--- src/rtl/tdm_demux_16_if.sv ---
// tdm_demux_16_if
// Bus bundle for the 16-channel TDM demultiplexer.
//   din, din_valid, frame_start : incoming serial/TDM beat
//   sel_mode, sel               : auto-scan vs direct-addressed write target
//   dout                        : 16 channel words, channel 0 leftmost
//   ch_idx, frame_done,
//   sync_err, busy              : scan position and status pulses
// slave is the demux view, master is the driver view.
interface tdm_demux_16_if #(
    parameter int WIDTH = 1
);
    logic [WIDTH-1:0]      din;
    logic                  din_valid;
    logic                  frame_start;
    logic                  sel_mode;
    logic [3:0]            sel;
    logic [0:16*WIDTH-1]   dout;
    logic [3:0]            ch_idx;
    logic                  frame_done;
    logic                  sync_err;
    logic                  busy;

    modport master (
        output din, din_valid, frame_start, sel_mode, sel,
        input  dout, ch_idx, frame_done, sync_err, busy
    );

    modport slave (
        input  din, din_valid, frame_start, sel_mode, sel,
        output dout, ch_idx, frame_done, sync_err, busy
    );
endinterface

--- src/rtl/tdm_demux_16.sv ---
// tdm_demux_16
// Scatters a TDM stream (one channel word per valid beat, channel 0 first)
// into 16 registered channel outputs. In auto mode words collect in a shadow
// buffer and all 16 outputs update together when channel 15 arrives. In
// direct mode each valid beat writes the channel picked by sel.
// Ports:
//   clk  : rising-edge clock
//   rst  : asynchronous active-high reset
//   bus  : tdm_demux_16_if.slave (stream in, channel words and status out)
//
// state | meaning
// IDLE  | waiting for a frame_start beat (auto) or parked (direct mode)
// SCAN  | collecting channels 1..15 of the current frame
module tdm_demux_16 #(
    parameter int WIDTH = 1
) (
    input  logic           clk,
    input  logic           rst,
    tdm_demux_16_if.slave  bus
);
    typedef enum logic {
        IDLE = 1'b0,
        SCAN = 1'b1
    } state_t;

    state_t              state, state_nxt;
    logic [3:0]          ch_idx_q, ch_idx_nxt;
    logic [WIDTH-1:0]    shadow [16];
    logic [WIDTH-1:0]    ch_q   [16];
    logic                frame_done_q, frame_done_nxt;
    logic                sync_err_q, sync_err_nxt;
    logic                shadow_we;
    logic [3:0]          shadow_addr;
    logic                frame_load;
    logic                direct_we;
    logic [0:16*WIDTH-1] dout_pk;

    always_comb begin
        state_nxt      = state;
        ch_idx_nxt     = ch_idx_q;
        shadow_we      = 1'b0;
        shadow_addr    = ch_idx_q;
        frame_load     = 1'b0;
        direct_we      = 1'b0;
        frame_done_nxt = 1'b0;
        sync_err_nxt   = 1'b0;
        if (bus.sel_mode) begin
            // Direct mode drops any partial frame without flagging it.
            state_nxt  = IDLE;
            ch_idx_nxt = 4'd0;
            direct_we  = bus.din_valid;
        end else if (bus.din_valid) begin
            case (state)
                IDLE: begin
                    if (bus.frame_start) begin
                        shadow_we   = 1'b1;
                        shadow_addr = 4'd0;
                        ch_idx_nxt  = 4'd1;
                        state_nxt   = SCAN;
                    end
                end
                SCAN: begin
                    // frame_start wins over completion: a start beat in
                    // place of channel 15 is a resync, not a finished frame.
                    if (bus.frame_start) begin
                        sync_err_nxt = (ch_idx_q != 4'd0);
                        shadow_we    = 1'b1;
                        shadow_addr  = 4'd0;
                        ch_idx_nxt   = 4'd1;
                    end else if (ch_idx_q == 4'd15) begin
                        frame_load     = 1'b1;
                        frame_done_nxt = 1'b1;
                        ch_idx_nxt     = 4'd0;
                        state_nxt      = IDLE;
                    end else begin
                        shadow_we  = 1'b1;
                        ch_idx_nxt = ch_idx_q + 4'd1;
                    end
                end
                default: state_nxt = IDLE;
            endcase
        end
    end

    always_ff @(posedge clk or posedge rst) begin
        if (rst) begin
            state        <= IDLE;
            ch_idx_q     <= 4'd0;
            frame_done_q <= 1'b0;
            sync_err_q   <= 1'b0;
            for (int k = 0; k < 16; k++) begin
                shadow[k] <= '0;
                ch_q[k]   <= '0;
            end
        end else begin
            state        <= state_nxt;
            ch_idx_q     <= ch_idx_nxt;
            frame_done_q <= frame_done_nxt;
            sync_err_q   <= sync_err_nxt;
            if (shadow_we) begin
                shadow[shadow_addr] <= bus.din;
            end
            // Channel 15 goes straight from din so the whole frame lands
            // in one edge.
            if (frame_load) begin
                for (int k = 0; k < 15; k++) begin
                    ch_q[k] <= shadow[k];
                end
                ch_q[15] <= bus.din;
            end else if (direct_we) begin
                ch_q[bus.sel] <= bus.din;
            end
        end
    end

    always_comb begin
        dout_pk = '0;
        for (int k = 0; k < 16; k++) begin
            dout_pk[k*WIDTH +: WIDTH] = ch_q[k];
        end
    end

    assign bus.dout       = dout_pk;
    assign bus.ch_idx     = ch_idx_q;
    assign bus.frame_done = frame_done_q;
    assign bus.sync_err   = sync_err_q;
    assign bus.busy       = (state == SCAN);
endmodule
--- src/flat_wrapper.sv ---
// flat-port wrapper written by rule: the top's interface ports become plain ports
module tdm_demux_16_flat 
#(
    parameter int WIDTH = 1
)
  (clk, rst, bus_din, bus_din_valid, bus_frame_start, bus_sel_mode, bus_sel, bus_dout, bus_ch_idx, bus_frame_done, bus_sync_err, bus_busy);
  tdm_demux_16_if #(.WIDTH(WIDTH)) bus_i ();
  input  logic clk;
  input  logic rst;
  input wire logic [$bits(bus_i.din)-1:0] bus_din;
  input wire logic [$bits(bus_i.din_valid)-1:0] bus_din_valid;
  input wire logic [$bits(bus_i.frame_start)-1:0] bus_frame_start;
  input wire logic [$bits(bus_i.sel_mode)-1:0] bus_sel_mode;
  input wire logic [$bits(bus_i.sel)-1:0] bus_sel;
  output wire logic [$bits(bus_i.dout)-1:0] bus_dout;
  output wire logic [$bits(bus_i.ch_idx)-1:0] bus_ch_idx;
  output wire logic [$bits(bus_i.frame_done)-1:0] bus_frame_done;
  output wire logic [$bits(bus_i.sync_err)-1:0] bus_sync_err;
  output wire logic [$bits(bus_i.busy)-1:0] bus_busy;
  assign bus_i.din = bus_din;
  assign bus_i.din_valid = bus_din_valid;
  assign bus_i.frame_start = bus_frame_start;
  assign bus_i.sel_mode = bus_sel_mode;
  assign bus_i.sel = bus_sel;
  assign bus_dout = bus_i.dout;
  assign bus_ch_idx = bus_i.ch_idx;
  assign bus_frame_done = bus_i.frame_done;
  assign bus_sync_err = bus_i.sync_err;
  assign bus_busy = bus_i.busy;
  tdm_demux_16 #(.WIDTH(WIDTH)) u_core (.clk(clk), .rst(rst), .bus(bus_i));
endmodule
--- config.mk ---
export PLATFORM = sky130hd
export DESIGN_NAME = tdm_demux_16_flat
export DESIGN_NICKNAME = d
export VERILOG_FILES = /design/src/rtl/tdm_demux_16_if.sv /design/src/rtl/tdm_demux_16.sv /design/src/flat_wrapper.sv
export SDC_FILE = /design/constraint.sdc
export NUM_CORES = 1
export LEC_CHECK = 0
export CORE_MARGIN = 3
export CORE_UTILIZATION = 56
export CTS_BUF_LIST = sky130_fd_sc_hd__clkbuf_4
export DETAILED_ROUTE_END_ITERATION = 10
export GPL_ROUTABILITY_DRIVEN = 0
export MAX_ROUTING_LAYER = met4
export PLACE_DENSITY_LB_ADDON = 0.2
export SYNTH_ARGS = -nofsm -noshare
export SYNTH_HDL_FRONTEND = slang
export SYNTH_SLANG_ARGS = --single-unit
--- constraint.sdc ---
create_clock -name clk -period 2.53 [get_ports clk]
set_clock_uncertainty 0.1 [all_clocks]
set_input_delay 0.6325 -clock clk [delete_from_list [all_inputs] [get_ports clk]]
set_output_delay 0.6325 -clock clk [all_outputs]
set_load 0.01 [all_outputs]
# After elaboration in Yosys (flattened, before gate mapping)
# Cells that the tools add are included.
# op_classes
reduce_logical,6
n_eq_ne,2
order_cmp,4
bitwise,3
add_sub_neg,1
muxes,35
# ops
cell,n
16-bit bitwise mux,2
16-bit two-way mux,2
4-bit two-way mux,8
1-bit two-way mux,19
"5-bit greater-or-equal comparator, second input constant",2
"5-bit by 1-bit < comparator with 1-bit output, second input constant",2
4-bit NOT with 5-bit output,2
1-bit demux with 4-bit select,2
4-bit one-hot mux with 2 select lines,1
"4-bit by 1-bit adder with 4-bit output, second input constant",1
"4-bit == test, second input constant",1
2-bit nonzero test,2
4-bit nonzero test,1
"3-bit inequality test, second input constant",1
1-bit logical AND,2
1-bit one-hot mux with 2 select lines,1
2-bit AND reduction,1
1-bit NOT,1
# word_totals
word_cells,87
input_bits,10
reg_bits,39

# Logic depth before layout (Yosys ltp)
# Gate-level depths: netlist (run 1).
# depth
ltp_word,9
depth_mapped,6
depth_no_buf,5

# Least setup slack after synthesis (run 1)
# OpenSTA, ideal clock, no wires.
# synth_path
path_kind,register -> register
from,register u_core.ch_idx_q[0] (netlist: u_core.bus.ch_idx[0])
to,register u_core.shadow[2] in the netlist's numbering
stages_incl_launch_ff,6
synth_period_minus_slack_ns,2.001
required_ns,2.305
arrival_ns,1.777
slack_ns,0.529
path_cell_list,dfrtp_1 > ha_1 > and3_2 > nor4_4 > nor2b_1 > mux2_2
# synth_between
elab_chain_cells,9
# synth_rtl
element,line,text
from (decl),tdm_demux_16.sv:27,"logic [3:0] ch_idx_q, ch_idx_nxt;"
from (signal assigned),tdm_demux_16.sv:97,ch_idx_q <= ch_idx_nxt;
4-bit two-way mux,"tdm_demux_16.sv:55, tdm_demux_16.sv:65",
4-bit two-way mux,tdm_demux_16.sv:52,end else if (bus.din_valid) begin
4-bit two-way mux,tdm_demux_16.sv:47,if (bus.sel_mode) begin
4-bit NOT with 5-bit output (not written as such),tdm_demux_16.sv:101,shadow[shadow_addr] <= bus.din;
5-bit greater-or-equal comparator (not written as such) or 5-bit by 1-bit < comparator with 1-bit output (tied branches),tdm_demux_16.sv:101,
1-bit logical AND (not written as such),tdm_demux_16.sv:101,
1-bit two-way mux (not written as such),tdm_demux_16.sv:101,
1-bit demux with 4-bit select,tdm_demux_16.sv:101,
16-bit bitwise mux,tdm_demux_16.sv:101,
"to (signal, indexed assignment)",tdm_demux_16.sv:101,
to (decl),tdm_demux_16.sv:28,logic [WIDTH-1:0] shadow [16];
# Several ways; a longest one is shown, not always the timed one.
# A chain may end at the register's enable or synchronous reset.

# Worst setup path in the final report (run 1)
# layout_path
from,register u_core.ch_idx_q[0] (netlist: u_core.bus.ch_idx[0])
to,output port bus_ch_idx[0]
# layout_lines
element,line,text
to (decl),flat_wrapper.sv:16,output wire logic [$bits(bus_i.ch_idx)-1:0] bus_ch_idx;
# No word-level cell between the ends.

==> results of run 1 <==
sequential cells by signal, summed over array words and instances (netlist names):
register / count
u_core.bus.busy: 1
u_core.shadow: 15
u_core.bus.dout: 16
u_core.bus.ch_idx: 4
u_core.bus.frame_done: 1
u_core.bus.sync_err: 1
path summary, 6_finish.rpt:
path                                             startpoint  cells past startpoint                              to  slack (ns)
max                        u_core.bus.ch_idx[0]$_DFFE_PP0P_                      1                   bus_ch_idx[0]        0.25
min                           u_core.shadow[15]$_DFFE_PP0P_                      1   u_core.shadow[15]$_DFFE_PP0P_        0.43
max reg2reg                u_core.bus.ch_idx[0]$_DFFE_PP0P_                      6    u_core.shadow[6]$_DFFE_PP0P_        0.45
min reg2reg                   u_core.shadow[15]$_DFFE_PP0P_                      1   u_core.shadow[15]$_DFFE_PP0P_        0.43
max in group asynchronous                               rst                      3  u_core.bus.dout[6]$_DFFE_PP0P_        1.43
min in group asynchronous                               rst                      3    u_core.shadow[2]$_DFFE_PP0P_        0.57
through the flow:
stage	utilization (%)	total power, mW	std cells
floorplan	-	0.856	227
CTS	72.5	1.54	307
global route	72.5	1.60	307
detailed placement	69.6	1.01	299
global placement	69.6	1.00	299
finish	72.5	1.53	307
area by class of cell:
class | instances | area, sq um | area share, %
timing repair buffer | 46 | 438 | 16.0
sequential | 38 | 951 | 34.8
clock buffer | 5 | 37.5 | 1.37
multi-input combinational | 161 | 1150 | 42.3
inverter | 6 | 22.5 | 0.824
tap | 48 | 60.1 | 2.20
clock inverter | 3 | 68.8 | 2.52
cells in the final DEF, fill, tap and decap left out, types with 2 or more instances in the layout:
cell,synthesis,routed
dfrtp_1,38,38
clkdlybuf4s50_1,0,32
nor2_1,21,21
nand2_1,17,17
a31oi_1,16,16
a41oi_1,16,16
o21ai_0,15,15
mux2i_1,15,15
mux2_2,14,14
buf_4,1,13
nor2b_1,5,5
nand2b_1,5,5
inv_1,5,5
clkbuf_4,0,5
nor3_1,4,4
o31ai_1,4,4
nand3_1,3,3
a21oi_1,3,3
nand3b_1,2,2
mux2_1,2,2
a2bb2oi_1,2,2
ha_1,2,2
bufinv_16,0,2
cell usage after synthesis, drive strengths merged (2+ instances only):
master and n:
dfrtp 38, nor2 21, nand2 18, a31oi 16
a41oi 16, mux2 16, mux2i 15, o21ai 15
buf 12, clkbuf 10, inv 6, nand2b 5
nor2b 5, nor3 4, o31ai 4, a21oi 3
nand3 3, a2bb2oi 2, ha 2, nand3b 2
nor4 2
power by group through the flow:
stage                     clock network [mW]  registers [mW]  logic [mW]
after floorplan                            0           0.720       0.135
after global placement                     0           0.701       0.299
after detailed placement                   0           0.704       0.305
after CTS                              0.540           0.691       0.307
after global routing                   0.569           0.700       0.334
final                                  0.537           0.690       0.306
cells by family (layout without fill, tap and decap cells):
group,count (synthesis),count (layout)
AO/OA/AOI/OAI,60,60
buffers and inverters,28,60
AND/OR/NAND/NOR,68,68
multiplexers,31,31
flip-flops,38,38
adder cells (fa/ha/maj),2,2
per-layer routing:
layer  routed length, um  vias up  global-route usage [%]
li1                    -      910                       -
met1                2420      913                    32.4
met2                2410       61                    36.5
met3                 291        8                    5.22
met4                  98        0                    7.59
met5                   0        -                       -
==> results_tabular.tex, run 1 <==
\begin{tabular}{lr}
\hline
Metric & Value \\
\hline
\multicolumn{2}{l}{\textbf{Run status}} \\
Result of the run & completed \\
\multicolumn{2}{l}{\textbf{Floorplanning}} \\
Core outline area & 3770 sq um \\
Count of boundary I/O pins & 33 \\
Y dimension of the die & 69.3 um \\
Die Span X & 69.3 um \\
Starting density of the core & 59.5\% \\
Num rows & 22 \\
Die area & 4800 sq um \\
\multicolumn{2}{l}{\textbf{Synth}} \\
Post-synthesis instance area & 2240 sq um \\
Syn Area/Cell & 9.88 sq um \\
Multiplexer share of the synthesized area & 14.7\% \\
Async SR Flop Fraction & 100\% \\
Parity-gate share of the synthesized area counting xor and xnor cells & 0\% \\
Portion of synthesized cell area occupied by the leading cell type & 42.4\% \\
Yosys top cell by area & dfrtp\_1 \\
Instance count of the mapped netlist & 227 \\
Synth warn & 0 \\
Portion of the post-synthesis area used by sequential elements & 42.4\% \\
Ys flop type & dfrtp\_1 \\
Biggest area contributors in the synthesized netlist & dfrtp\_1, mux2\_2, mux2i\_1, a41oi\_1, a31oi\_1 \\
Post-synthesis share of cell area spent on and, or, nand and nor gates & 17.3\% \\
Synth Area in Adders & 1.12\% \\
Unique masters post-synth & 41 \\
Number of register bits inferred by synthesis & 38 \\
Main combinational cell family by area after synthesis & compound AO/OA/AOI/OAI gates \\
Compound-Gate Fraction of Synth Area & 18.3\% \\
Post-Synthesis Net Count & 239 \\
Number of enable flip-flop cells after synthesis & 0 \\
\multicolumn{2}{l}{\textbf{Worst setup path}} \\
Kind of critical path & register to primary output \\
Worst Path Buf+Inv & 1 \\
Category of the worst setup path launch point & register \\
Type of element capturing the critical path & primary output \\
Largest delay contributor family on the critical path & buffers and inverters \\
Cell Chain, Critical Path & clkdlybuf4s50\_1 \\
CP Data Arrival Time & 1.54 ns \\
Delay contributed by the slowest stage of the critical path & 0.61 ns \\
Worst-path maximum fanout & 9 \\
Critical-path top delay cell & clkdlybuf4s50\_1 \\
Data required time at the worst endpoint & 1.80 ns \\
\multicolumn{2}{l}{\textbf{Routing}} \\
Drt total wl & 5220 um \\
DRC marker count from the first detailed-route iteration & 178 \\
Number of optimization iterations in the first detailed-route pass & 4 \\
Average routed wire per standard cell & 17.0 um \\
Number of remaining DRC errors & 0 \\
Via total after detailed routing & 1892 \\
Number of antenna-violating nets in the routed design & 0 \\
DR vias/cell & 6.16 \\
\multicolumn{2}{l}{\textbf{Power}} \\
Relative contribution of the clock network to total power & 35.0\% \\
Net Sw Power & 405 uW \\
Logic pwr share & 19.9\% \\
Max IR drop VDD & 0.000339 V \\
Power density over cell area & 561 nW/um\^{}2 \\
Portion of total power attributed to sequential cells & 45.0\% \\
Switching portion of total power & 26.4\% \\
Static power due to leakage & 1.22 nW \\
Total internal power & 1.13 mW \\
\multicolumn{2}{l}{\textbf{Global route}} \\
Antenna violations before repair & 0 \\
Wire length of the first global-routing pass & 9160 um \\
Total congestion overflow & 0 \\
Maximum number of pins on one net before global-route repair & 39 \\
Overall global routing resource usage & 24.1\% \\
Via count of the first global-routing pass & 1864 \\
\multicolumn{2}{l}{\textbf{CTS}} \\
CTS Buffer Depth & 2 \\
Clock tree from TritonCTS & yes \\
Source-to-sink clock delay at the later pin of the worst-skew pair & 0.36 ns \\
Number of cells upsized or downsized after cts & 0 \\
H-tree Lvls & 2 \\
Number of sinks handled by clock tree synthesis & 38 \\
CTS Root Buffer Type & clkbuf\_4 \\
Inserted Clock Buffers & 5 \\
Count of hold-fix buffers inserted at cts & 0 \\
CTS clk-pin slew, worst paths & 0.13 ns \\
Post-CTS Setup Repair Bufs & 0 \\
\multicolumn{2}{l}{\textbf{Placed design}} \\
Post-Place Setup Slack & 0.0683 ns \\
Placed Area & 2630 sq um \\
HPWL reported at the end of detailed placement & 3660 um \\
Port Buf Inserts & 32 \\
\multicolumn{2}{l}{\textbf{STA}} \\
Final worst path period share & 90.0\% \\
Hold\_ws & 0.426 ns \\
RSZ-0062 raised after global routing & no \\
Period minus WS final & 2.28 ns \\
Max-slew violation count & 0 \\
Worst path setup slack after routing & 0.254 ns \\
Setup TNS & 0 ns \\
Final setup violation count & 0 \\
Maximum operating frequency & 439 MHz \\
Hold violation count in the final report & 0 \\
Worst max-slew margin expressed relative to the limit & 67.9\% \\
Tightest Pin Transition & 0.481 ns \\
\multicolumn{2}{l}{\textbf{Finish}} \\
Layout-stage area growth over the synthesis result & 21.8\% \\
Design Area, Final & 2730 sq um \\
Count of inserted antenna diode cells & 0 \\
Layout cells sized above 1 & 17.8\% \\
Total Nets Final & 270 \\
Number of fillers in the final layout & 302 \\
\multicolumn{2}{l}{\textbf{Job}} \\
Max-capacitance violation count & 0 \\
\multicolumn{2}{l}{\textbf{Min path}} \\
Path class of the lowest-slack min-delay path & register to register \\
\hline
\end{tabular}
Note: power is estimated with default switching activity, not from simulation.
==> run 2, diff against run 1 <==
--- a/config.mk
+++ b/config.mk
@@ -12,6 +12,7 @@
 export GPL_ROUTABILITY_DRIVEN = 0
 export MAX_ROUTING_LAYER = met4
 export PLACE_DENSITY_LB_ADDON = 0.2
+export SLEW_MARGIN = 40
 export SYNTH_ARGS = -nofsm -noshare
 export SYNTH_HDL_FRONTEND = slang
 export SYNTH_SLANG_ARGS = --single-unit
==> results of run 2 <==
No change in the layout: final DEF, timing and power equal those of run 1.
